**src/rtl/exp_taylor_sequencer_if.sv**
```systemverilog
// Bundle of request/result handshake and shared FP datapath signals for exp_taylor_sequencer.
// slave = sequencer side; master = environment (request source, consumer, fp_mul/fp_add).
interface exp_taylor_sequencer_if;
   logic        start_valid;
   logic        start_ready;
   logic [31:0] x_in;
   logic        res_valid;
   logic        res_ready;
   logic [31:0] res_out;
   logic        busy;
   logic [31:0] mul_a;
   logic [31:0] mul_b;
   logic        mul_go;
   logic [31:0] mul_p;
   logic [31:0] add_a;
   logic [31:0] add_b;
   logic        add_go;
   logic [31:0] add_s;

   modport slave (
      input  start_valid, x_in, res_ready, mul_p, add_s,
      output start_ready, res_valid, res_out, busy,
             mul_a, mul_b, mul_go, add_a, add_b, add_go
   );

   modport master (
      output start_valid, x_in, res_ready, mul_p, add_s,
      input  start_ready, res_valid, res_out, busy,
             mul_a, mul_b, mul_go, add_a, add_b, add_go
   );
endinterface

```
**src/rtl/exp_taylor_sequencer.sv**
```systemverilog
// Sequences an external FP multiplier/adder to evaluate e^x as a truncated Taylor series.
// Optional: define EXP_SPECIAL_BYPASS_EN to short-circuit x=+/-0 and NaN at accept.
module exp_taylor_sequencer #(
   parameter int NUM_TERMS = 8,
   parameter int MUL_LAT   = 3,
   parameter int ADD_LAT   = 2
) (
   input  logic                  clk,
   input  logic                  rst_n,
   exp_taylor_sequencer_if.slave bus
);
   localparam logic [31:0] ONE  = 32'h3F80_0000;
   localparam int          LMAX = (MUL_LAT > ADD_LAT) ? MUL_LAT : ADD_LAT;
   localparam int          CW   = $clog2(LMAX + 1);
   localparam logic [4:0]  K_LAST = 5'(NUM_TERMS - 1);

   typedef enum logic [2:0] {
      S_IDLE, S_MX, S_WMX, S_MR, S_WMR, S_AD, S_WAD, S_DONE
   } state_t;

   state_t        state_q;
   logic [31:0]   x_q, sum_q, term_q, res_out_q;
   logic [31:0]   mul_a_q, mul_b_q, add_a_q, add_b_q;
   logic          mul_go_q, add_go_q, res_valid_q;
   logic [4:0]    k_q;
   logic [CW-1:0] cnt_q;

   // 1/k rounded to nearest single precision.
   function automatic logic [31:0] rom_recip(input logic [4:0] k);
      case (k)
         5'd1:    rom_recip = 32'h3F80_0000;
         5'd2:    rom_recip = 32'h3F00_0000;
         5'd3:    rom_recip = 32'h3EAA_AAAB;
         5'd4:    rom_recip = 32'h3E80_0000;
         5'd5:    rom_recip = 32'h3E4C_CCCD;
         5'd6:    rom_recip = 32'h3E2A_AAAB;
         5'd7:    rom_recip = 32'h3E12_4925;
         5'd8:    rom_recip = 32'h3E00_0000;
         5'd9:    rom_recip = 32'h3DE3_8E39;
         5'd10:   rom_recip = 32'h3DCC_CCCD;
         5'd11:   rom_recip = 32'h3DBA_2E8C;
         5'd12:   rom_recip = 32'h3DAA_AAAB;
         5'd13:   rom_recip = 32'h3D9D_89D9;
         5'd14:   rom_recip = 32'h3D92_4925;
         5'd15:   rom_recip = 32'h3D88_8889;
         default: rom_recip = 32'h0000_0000;
      endcase
   endfunction

`ifdef EXP_SPECIAL_BYPASS_EN
   logic x_zero, x_nan;
   assign x_zero = (bus.x_in[30:0] == 31'd0);
   assign x_nan  = (bus.x_in[30:23] == 8'hFF) && (bus.x_in[22:0] != 23'd0);
`endif

   always_ff @(posedge clk) begin
      if (!rst_n) begin
         state_q     <= S_IDLE;
         x_q         <= '0;
         sum_q       <= '0;
         term_q      <= '0;
         k_q         <= 5'd1;
         cnt_q       <= '0;
         res_valid_q <= 1'b0;
         res_out_q   <= '0;
         mul_a_q     <= '0;
         mul_b_q     <= '0;
         mul_go_q    <= 1'b0;
         add_a_q     <= '0;
         add_b_q     <= '0;
         add_go_q    <= 1'b0;
      end else begin
         // Issue registers are one-cycle: set only on the transition into an issue state.
         mul_go_q <= 1'b0;
         add_go_q <= 1'b0;
         mul_a_q  <= '0;
         mul_b_q  <= '0;
         add_a_q  <= '0;
         add_b_q  <= '0;
         unique case (state_q)
            S_IDLE: if (bus.start_valid) begin
               x_q    <= bus.x_in;
               sum_q  <= ONE;
               term_q <= ONE;
               k_q    <= 5'd1;
`ifdef EXP_SPECIAL_BYPASS_EN
               if (x_zero || x_nan) begin
                  res_valid_q <= 1'b1;
                  res_out_q   <= x_zero ? ONE : (bus.x_in | 32'h0040_0000);
                  state_q     <= S_DONE;
               end else begin
                  mul_a_q  <= ONE;
                  mul_b_q  <= bus.x_in;
                  mul_go_q <= 1'b1;
                  state_q  <= S_MX;
               end
`else
               mul_a_q  <= ONE;
               mul_b_q  <= bus.x_in;
               mul_go_q <= 1'b1;
               state_q  <= S_MX;
`endif
            end
            S_MX: begin
               cnt_q   <= CW'(MUL_LAT - 1);
               state_q <= S_WMX;
            end
            S_WMX: if (cnt_q == '0) begin
               term_q   <= bus.mul_p;
               mul_a_q  <= bus.mul_p;
               mul_b_q  <= rom_recip(k_q);
               mul_go_q <= 1'b1;
               state_q  <= S_MR;
            end else begin
               cnt_q <= cnt_q - 1'b1;
            end
            S_MR: begin
               cnt_q   <= CW'(MUL_LAT - 1);
               state_q <= S_WMR;
            end
            S_WMR: if (cnt_q == '0) begin
               term_q   <= bus.mul_p;
               add_a_q  <= sum_q;
               add_b_q  <= bus.mul_p;
               add_go_q <= 1'b1;
               state_q  <= S_AD;
            end else begin
               cnt_q <= cnt_q - 1'b1;
            end
            S_AD: begin
               cnt_q   <= CW'(ADD_LAT - 1);
               state_q <= S_WAD;
            end
            S_WAD: if (cnt_q == '0) begin
               sum_q <= bus.add_s;
               if (k_q == K_LAST) begin
                  res_valid_q <= 1'b1;
                  res_out_q   <= bus.add_s;
                  state_q     <= S_DONE;
               end else begin
                  k_q      <= k_q + 5'd1;
                  mul_a_q  <= term_q;
                  mul_b_q  <= x_q;
                  mul_go_q <= 1'b1;
                  state_q  <= S_MX;
               end
            end else begin
               cnt_q <= cnt_q - 1'b1;
            end
            S_DONE: if (bus.res_ready) begin
               res_valid_q <= 1'b0;
               res_out_q   <= '0;
               state_q     <= S_IDLE;
            end
            default: state_q <= S_IDLE;
         endcase
      end
   end

   assign bus.start_ready = (state_q == S_IDLE);
   assign bus.busy        = (state_q != S_IDLE);
   assign bus.res_valid   = res_valid_q;
   assign bus.res_out     = res_out_q;
   assign bus.mul_a       = mul_a_q;
   assign bus.mul_b       = mul_b_q;
   assign bus.mul_go      = mul_go_q;
   assign bus.add_a       = add_a_q;
   assign bus.add_b       = add_b_q;
   assign bus.add_go      = add_go_q;
endmodule
```
**src/flat_wrapper.sv**
```systemverilog
// flat-port wrapper written by rule: the top's interface ports become plain ports
module exp_taylor_sequencer_flat 
#(
   parameter int NUM_TERMS = 8,
   parameter int MUL_LAT   = 3,
   parameter int ADD_LAT   = 2
)
  (clk, rst_n, bus_start_valid, bus_x_in, bus_res_ready, bus_mul_p, bus_add_s, bus_start_ready, bus_res_valid, bus_res_out, bus_busy, bus_mul_a, bus_mul_b, bus_mul_go, bus_add_a, bus_add_b, bus_add_go);
  exp_taylor_sequencer_if bus_i ();
  input  logic clk;
  input  logic rst_n;
  input wire logic [$bits(bus_i.start_valid)-1:0] bus_start_valid;
  input wire logic [$bits(bus_i.x_in)-1:0] bus_x_in;
  input wire logic [$bits(bus_i.res_ready)-1:0] bus_res_ready;
  input wire logic [$bits(bus_i.mul_p)-1:0] bus_mul_p;
  input wire logic [$bits(bus_i.add_s)-1:0] bus_add_s;
  output wire logic [$bits(bus_i.start_ready)-1:0] bus_start_ready;
  output wire logic [$bits(bus_i.res_valid)-1:0] bus_res_valid;
  output wire logic [$bits(bus_i.res_out)-1:0] bus_res_out;
  output wire logic [$bits(bus_i.busy)-1:0] bus_busy;
  output wire logic [$bits(bus_i.mul_a)-1:0] bus_mul_a;
  output wire logic [$bits(bus_i.mul_b)-1:0] bus_mul_b;
  output wire logic [$bits(bus_i.mul_go)-1:0] bus_mul_go;
  output wire logic [$bits(bus_i.add_a)-1:0] bus_add_a;
  output wire logic [$bits(bus_i.add_b)-1:0] bus_add_b;
  output wire logic [$bits(bus_i.add_go)-1:0] bus_add_go;
  assign bus_i.start_valid = bus_start_valid;
  assign bus_i.x_in = bus_x_in;
  assign bus_i.res_ready = bus_res_ready;
  assign bus_i.mul_p = bus_mul_p;
  assign bus_i.add_s = bus_add_s;
  assign bus_start_ready = bus_i.start_ready;
  assign bus_res_valid = bus_i.res_valid;
  assign bus_res_out = bus_i.res_out;
  assign bus_busy = bus_i.busy;
  assign bus_mul_a = bus_i.mul_a;
  assign bus_mul_b = bus_i.mul_b;
  assign bus_mul_go = bus_i.mul_go;
  assign bus_add_a = bus_i.add_a;
  assign bus_add_b = bus_i.add_b;
  assign bus_add_go = bus_i.add_go;
  exp_taylor_sequencer #(.NUM_TERMS(NUM_TERMS), .MUL_LAT(MUL_LAT), .ADD_LAT(ADD_LAT)) u_core (.clk(clk), .rst_n(rst_n), .bus(bus_i));
endmodule
```
**config.mk**
```make
export PLATFORM = sky130hd
export DESIGN_NAME = exp_taylor_sequencer_flat
export DESIGN_NICKNAME = d
export VERILOG_FILES = /design/src/rtl/exp_taylor_sequencer_if.sv /design/src/rtl/exp_taylor_sequencer.sv /design/src/flat_wrapper.sv
export SDC_FILE = /design/constraint.sdc
export NUM_CORES = 1
export LEC_CHECK = 0
export CAP_MARGIN = 20
export CORE_ASPECT_RATIO = 0.9
export CORE_MARGIN = 4
export CORE_UTILIZATION = 50
export DETAILED_ROUTE_END_ITERATION = 12
export GPL_TIMING_DRIVEN = 1
export PLACE_DENSITY = 0.79
export SLEW_MARGIN = 20
export SYNTH_ARGS = -nofsm -noshare
export SYNTH_HDL_FRONTEND = slang
export SYNTH_SLANG_ARGS = --single-unit
export TNS_END_PERCENT = 50
```
**constraint.sdc**
```tcl
create_clock -name clk -period 6.8 [get_ports clk]
set_input_delay 0.68 -clock clk [delete_from_list [all_inputs] [get_ports clk]]
set_output_delay 0.68 -clock clk [all_outputs]
set_load 0.05 [all_outputs]
```
# Word-level counts from Yosys, hierarchy flattened
# Memory sizes are Yosys's and may differ from the RTL's. A register that Yosys moved wholly into a read port is not among the register bits.
# Index checks and enable logic that the tools add are counted.
# op_classes
add_sub_neg,2
n_mux,44
eq_ne,17
reduce_logical,19
# op_table
cell,n
32-bit two-way mux,14
32-bit one-hot mux with 2 select lines,3
32-bit one-hot mux with 3 select lines,2
30-bit two-way mux,1
3-bit one-hot mux with 8 select lines,1
3-bit two-way mux,6
5-bit two-way mux,3
3-bit equality test (second input constant),4
2-bit by 1-bit inequality test with 1-bit output (second input constant),5
5-bit one-hot mux with 2 select lines,1
3-bit AND reduction,3
4-bit two-way mux,2
2-bit inequality test (second input constant),4
4-bit AND reduction,2
1-bit two-way mux,7
3-bit by 2-bit equality test with 1-bit output (second input constant),2
2-bit one-hot mux with 3 select lines,1
2-bit AND reduction,3
2-bit nonzero test,3
3-bit nonzero test,2
5-bit by 1-bit adder with 5-bit output (second input constant),1
5-bit by 3-bit equality test with 1-bit output (second input constant),1
5-bit AND reduction,1
2-bit OR reduction,2
other kinds (8),8
# word_totals
register_bits,269
rom_bits,464
n_memories,1
out_inout_bits,165
inputBits,100
elab_cells,97
# mem_list
name,words,width,read_ports,rd_clocked_by_memory_dff,wr,line_no,rtl
(name not given),16,29,1,1,0,exp_taylor_sequencer.sv:30,case (k)

# Logic depth before layout (Yosys ltp)
# Gate-level depths: netlist of run 1.
# logic_depth
word_depth,6
mapped_depth,11
ltp_nobuf,11

# Worst setup path after synthesis of run 1
# Ideal clock, no wire load.
# synth_timing
path_kind,register to output
from,register u_core.state_q[0]
to,output bus_start_ready
t_arrival_ps,1789
path_slack_ps,4331
path_stages_with_launch,6
path_cell_list,dfxtp_1 clkbuf_1 buf_2 clkbuf_1 or3_1 inv_1
# synth_between
elab_chain_len,1
# synth_rtl
element,line_no,rtl
"start, declared",exp_taylor_sequencer.sv:21,state_t state_q;
"start signal, assigned",exp_taylor_sequencer.sv:58,state_q <= S_IDLE;
"start signal, assigned",exp_taylor_sequencer.sv:101,state_q <= S_MX;
"start signal, assigned",exp_taylor_sequencer.sv:106,state_q <= S_WMX;
3-bit logical NOT,exp_taylor_sequencer.sv:160,assign bus.start_ready = (state_q == S_IDLE);
"end, declared",flat_wrapper.sv:17,output wire logic [$bits(bus_i.start_ready)-1:0] bus_start_ready;
# No other way between the ends.

==> results.sh, run 1 <==
export IMPL_outcome="complete, no violations"
export IMPL_cts_setup_buffers=0
export IMPL_netlist_cell_type_count=48
export IMPL_finalNonFillerCells=1577
export IMPL_crit_arrival_ns=4.07
export IMPL_yosysWarnings=0
export IMPL_finalCriticalPeriod_ns=3.66
export IMPL_grt_max_degree=79
export IMPL_grt_overflow=0
export IMPL_seq_area_um2=5830
export IMPL_grt_usage_pct=23.6
export IMPL_fp_dieH_um=142
export IMPL_startpoint_type="flop"
export IMPL_initial_core_util_pct=51.4
export IMPL_n_fill_cell=1445
export IMPL_ys_flop_type="dfxtp_1"
export IMPL_ys_seq_elements=291
export IMPL_core_area_um2=19400
export IMPL_combPwrFrac_pct=12.6
export IMPL_async_flop_share_pct=0
export IMPL_drv_slew=0
export IMPL_drt_initial_drc_count=550
export IMPL_synth_edf_count=0
export IMPL_antenna_cells=0
export IMPL_hp_class="flop to flop"
export IMPL_final_common_cell="dfxtp_1"
export IMPL_timing_final_crit_share_pct=53.9
export IMPL_first_global_vias=7992
export IMPL_clock_latency_ns=0.55
export IMPL_holdWs_ns=0.448
export IMPL_grt_pass1_wl_mm=43.2
export IMPL_swShare_pct=25.4
export IMPL_seq_power_share_pct=44.0
export IMPL_crit_type="flop to flop"
export IMPL_crit_fanout=68
export IMPL_multiInputGateArea_um2=3790
export IMPL_yosysSeqAreaShare_pct=58.4
export IMPL_drt_first_pass_iters=5
export IMPL_viasPerCell=5.41
export IMPL_wl_per_cell_um=17.6
export IMPL_hold_viol_final=0
export IMPL_synth_nets=1189
export IMPL_wirelength_mm=27.7
export IMPL_cts_buffers=29
export IMPL_end_kind="flop"
export IMPL_placed_cells=1522
export IMPL_ctsResizeCount=0
export IMPL_cp_required_ns=7.20
export IMPL_drtAntennaViolNets=0
export IMPL_max_clock_path_buffers=3
export IMPL_drc=0
export IMPL_setup_viol=0
export IMPL_intPower_w=0.00310
export IMPL_detailroute_via_count=8526
export IMPL_syn_mean_instance_area_um2=9.24
export IMPL_hpwl_mm=17.9
export IMPL_setup_slack_ns=3.14
export IMPL_cts_tree="done"
export IMPL_p_leak_nw=5.08
export IMPL_syn2layout_area_growth_pct=38.8
export IMPL_die_w_um=157
export IMPL_final_nets=1413
export IMPL_pre_cts_ws_ns=2.76
export IMPL_synth_area_um2=9980
export IMPL_maxCapViolCount=0
export IMPL_slew_headroom_pct=34.7
export IMPL_power_switching_w=0.00105
export IMPL_power_density_nw_per_um2=300
export IMPL_max_freq_mhz=273
export IMPL_skew_ns=0.0191
export IMPL_tightest_slew_ns=0.978
export IMPL_rows=48
export IMPL_io_pins=265
export IMPL_dieArea_um2=22300
export IMPL_htree_levels=1
export IMPL_hold_buffers=0
export IMPL_root_buffer="clkbuf_16"
export IMPL_layout_drive_gt1_share_pct=6.41
export IMPL_place_gp_congestion=0.851
export IMPL_clk_pin_slew_ns=0.06
export IMPL_final_cell_mix="dfxtp_1 (291), clkdlybuf4s50_1 (264), nand2_1 (147)"
export IMPL_p_clk_share_pct=43.4
export IMPL_synthCells=1080
export IMPL_fin_setup_tns_ns=0
export IMPL_ir_worst_vdd_mv=0.204
export IMPL_io_buffers=264
export IMPL_rsz0062_at_grt="no"
export IMPL_antenna_found_initial=0
export IMPL_cts_sinks=291
[synthesized netlist by cell type (2+ instances only)]
cell type,n,share of area (%)
o21ai_1,3,0.15
a31oi_1,13,0.82
nand3_1,60,3.0
buf_1,9,0.34
ha_1,9,1.1
and2_1,66,4.1
inv_1,12,0.45
buf_6,4,0.45
or3_1,3,0.19
nor2_1,91,3.4
nor4b_2,2,0.30
nor3_1,34,1.7
nor2b_1,2,0.13
a21oi_1,116,5.8
nand2_1,149,5.6
o22ai_1,4,0.25
mux2i_1,10,1.0
buf_2,11,0.55
a22oi_1,77,5.8
xor2_1,2,0.18
clkbuf_1,61,2.3
a221oi_1,7,0.61
inv_2,3,0.11
dfxtp_1,291,58
o21ai_0,14,0.70
a21o_1,2,0.15
xnor2_1,3,0.26
nor4_1,2,0.13
[cell type report]
type / count / share of cell area, %
timing repair buffer: 278 / 19.9
clock buffer: 38 / 5.77
sequential: 291 / 42.1
tap: 250 / 2.26
clock inverter: 16 / 2.23
inverter: 16 / 0.452
multi-input combinational: 688 / 27.3
[final timing paths]
check	depth (start not counted)	startpoint	slack, ns	end
hold / removal	2	u_core.sum_q[15]	0.45	u_core.sum_q[15]
setup / recovery	9	u_core.state_q[1]	3.14	flop
setup reg to reg	9	u_core.state_q[1]	3.14	flop
hold reg to reg	2	u_core.sum_q[15]	0.45	u_core.sum_q[15]
[cell families (layout without fill, tap and decap cells)]
kind of cell	after synthesis	in the layout	synth area share, %
adders and majority gates	9	9	1.13
xor gates and xnor gates	5	5	0.439
AOI/OAI and AO/OA	245	245	15.2
and+or+nand+nor	418	418	19.5
DFF	291	291	58.4
muxes	11	11	1.12
buffers and inverters	101	348	4.24
[state kept, by name (all words and copies together) (netlist names), 5 cells and up, named ones only]
name and flops:
u_core.bus.add_a 32, u_core.bus.add_b 32, u_core.bus.mul_a 32, u_core.bus.mul_b 32, u_core.bus.res_out 32, u_core.k_q 5, u_core.sum_q 32, u_core.term_q 32
u_core.x_q 32
[metrics by stage]
stage                     utilization (%)  total power (W)  cell area, µm²
after global routing                 71.4          0.00430           13900
after floorplan                         -          0.00218            9980
after detailed placement             65.6          0.00238           12700
after CTS                            71.3          0.00417           13800
final                                71.4          0.00415           13900
after global placement               65.6          0.00237           12700
[routing by layer]
metal / GRT usage, % / routed length, µm / up-vias
met2: 40.1 / 13600 / 304
li1: - / - / 4151
met4: 6.16 / 660 / 0
met5: 0 / 0 / -
met1: 31.8 / 11700 / 4022
met3: 3.34 / 1750 / 49
[critical path: stages, from the launching register on]
cell and delay, ns:
dfxtp_1 0.77, nand4b_1 0.49, nor2_4 0.20, buf_4 0.61
o21ai_0 0.41, nand2_1 0.27, inv_1 0.11, ha_1 0.22
mux2i_1 0.32, mux2i_1 0.12
[power by group through the flow]
stage / clock network (W) / logic [W] / registers [W]
after CTS: 0.00183 / 0.000522 / 0.00182
final: 0.00180 / 0.000524 / 0.00183
after global placement: 0 / 0.000514 / 0.00186
after floorplan: 0 / 0.000236 / 0.00194
after detailed placement: 0 / 0.000518 / 0.00186
after global routing: 0.00190 / 0.000563 / 0.00183
Note: power is estimated with default switching activity, not from simulation.
==> run 2, diff against run 1 <==
CORE_UTILIZATION = 43   (was 50)
PLACE_DENSITY = 0.72   (was 0.79)
clock period = 3.01 ns   (was 6.8 ns; I/O delays follow)
==> results.sh, run 2 (synthesis results as in run 1) <==
export IMPL_hp_class="input port to flop"
export IMPL_finalNonFillerCells=1638
export IMPL_maxCapViolCount=0
export IMPL_whs_endpoint="u_core.x_q[4]"
export IMPL_cp_required_ns=2.71
export IMPL_drtAntennaViolNets=0
export IMPL_final_common_cell="dfxtp_1"
export IMPL_crit_type="flop to primary output"
export IMPL_crit_fanout=10
export IMPL_clk_pin_slew_ns=0.06
export IMPL_fin_area_um2=13800
export IMPL_grt_pass1_wl_mm=44.3
export IMPL_holdWs_ns=0.328
export IMPL_cts_sinks=291
export IMPL_outcome="complete, no violations"
export IMPL_drv_slew=0
export IMPL_max_stage_delay_ns=0.79
export IMPL_place_gp_congestion=0.833
export IMPL_fp_dieH_um=153
export IMPL_grt_overflow=0
export IMPL_holdCritStartpoint="bus_x_in[4]"
export IMPL_cts_buffers=29
export IMPL_ir_worst_vdd_mv=0.493
export IMPL_fin_setup_tns_ns=0
export IMPL_layout_drive_gt1_share_pct=6.94
export IMPL_postPlaceCellArea_um2=12900
export IMPL_hold_buffers=0
export IMPL_final_cell_mix="dfxtp_1 (291), clkdlybuf4s50_1 (264), nand2_1 (149)"
export IMPL_drt_first_pass_iters=5
export IMPL_rr_startpoint="u_core.cnt_q[0]"
export IMPL_wirelength_mm=27.9
export IMPL_seq_area_um2=5830
export IMPL_first_global_vias=8070
export IMPL_max_clock_path_buffers=3
export IMPL_htree_levels=1
export IMPL_cp_num_buf_inv=3
export IMPL_drt_initial_drc_count=591
export IMPL_multiInputGateArea_um2=3780
export IMPL_setup_viol=0
export IMPL_r2r_setup_slack_ns=0.43
export IMPL_hold_viol_final=0
export IMPL_startpoint_type="flop"
export IMPL_detailroute_via_count=8504
export IMPL_reg2reg_depth=9
export IMPL_rsz0062_at_grt="no"
export IMPL_clock_latency_ns=0.55
export IMPL_max_freq_mhz=375
export IMPL_n_fill_cell=1968
export IMPL_crit_chain="buf_4, or3_1, inv_1, clkdlybuf4s50_1"
export IMPL_initial_core_util_pct=44.1
export IMPL_cts_tree="done"
export IMPL_rows=52
export IMPL_finalCriticalPeriod_ns=2.67
export IMPL_critPathLaunch="u_core.state_q[1]"
export IMPL_syn2layout_area_growth_pct=38.6
export IMPL_skew_ns=0.0105
export IMPL_cpLargestDelayFamily="buffers and inverters"
export IMPL_crit_slowest_cell="clkdlybuf4s50_1"
export IMPL_viasPerCell=5.19
export IMPL_end_kind="primary output"
export IMPL_dieArea_um2=25700
export IMPL_tightest_slew_ns=0.686
export IMPL_hpwl_mm=18.9
export IMPL_timing_final_crit_share_pct=88.7
export IMPL_grt_usage_pct=20.7
export IMPL_core_area_um2=22600
export IMPL_wl_per_cell_um=17.0
export IMPL_antenna_found_initial=1
export IMPL_die_w_um=169
export IMPL_placed_cells=1585
export IMPL_crit_arrival_ns=2.37
export IMPL_p_leak_nw=5.08
export IMPL_power_density_nw_per_um2=634
export IMPL_drc=0
export IMPL_worstHoldPathCells=3
export IMPL_grt_max_degree=66
export IMPL_io_buffers=264
export IMPL_io_pins=265
export IMPL_root_buffer="clkbuf_16"
export IMPL_final_nets=1430
export IMPL_slew_headroom_pct=54.3
export IMPL_ctsResizeCount=0
==> run 2: timing repair <==
item / 4_1_cts / 5_1_grt
hold endpoints to repair: 0 / 0
endpoints found under the setup margin: 0 / 1
buffers inserted: 0 / 2
==> run 2: through the flow <==
step           power [W]  util (%)  setup WS [ns]
3_5_place_dp     0.00542      57.0          0.250
2_1_floorplan    0.00492         -          0.663
3_3_place_gp     0.00540      57.0          0.329
5_1_grt          0.00911      61.1          0.212
4_1_cts          0.00884      61.0          0.247
6_report         0.00876      61.1          0.340
==> run 2: report_power, final <==
part | total, W | leakage (nW) | switching (W) | internal [W]
sequential | 0.00410 | 2.36 | 0.0000749 | 0.00402
clock | 0.00344 | 0.450 | 0.00148 | 0.00196
combinational | 0.00123 | 2.28 | 0.000804 | 0.000425
total | 0.00876 | 5.08 | 0.00235 | 0.00641
==> run 2: worst register-to-register path, stage by stage (launching register included) <==
cell	delay (ns)
dfxtp_1	0.33
inv_1	0.08
ha_1	0.29
nand4b_1	0.22
or3_1	0.42
nand3_1	0.22
inv_1	0.17
ha_1	0.34
mux2_2	0.29
a21oi_1	0.14
==> run 2: worst max-delay path by stage <==
stage / endpoint / slack (ns) / cells after the start
floorplan: flop / 0.66 / 10
global placement: flop / 0.33 / 9
detailed placement: flop / 0.25 / 9
CTS: flop / 0.25 / 9
global route: flop / 0.21 / 9
finish: bus_start_ready / 0.34 / 4
==> run 2: area by class of cell <==
cell class	count	area share (%)
Multi-Input combinational cell	688	27.3
Clock buffer	40	5.83
Antenna cell	1	0.0181
Timing Repair Buffer	295	20.9
Sequential cell	291	42.1
Tap cell	297	2.69
Clock inverter	10	0.678
Inverter	16	0.452
==> run 2: routing by layer <==
layer  up-vias  part of all wire, %  GRT usage, %
li1       4174                    -             -
met2       278                   48          34.3
met3        33                  5.5          3.32
met5         -                    0             0
met1      4019                   45          28.4
met4         0                  2.1          5.22
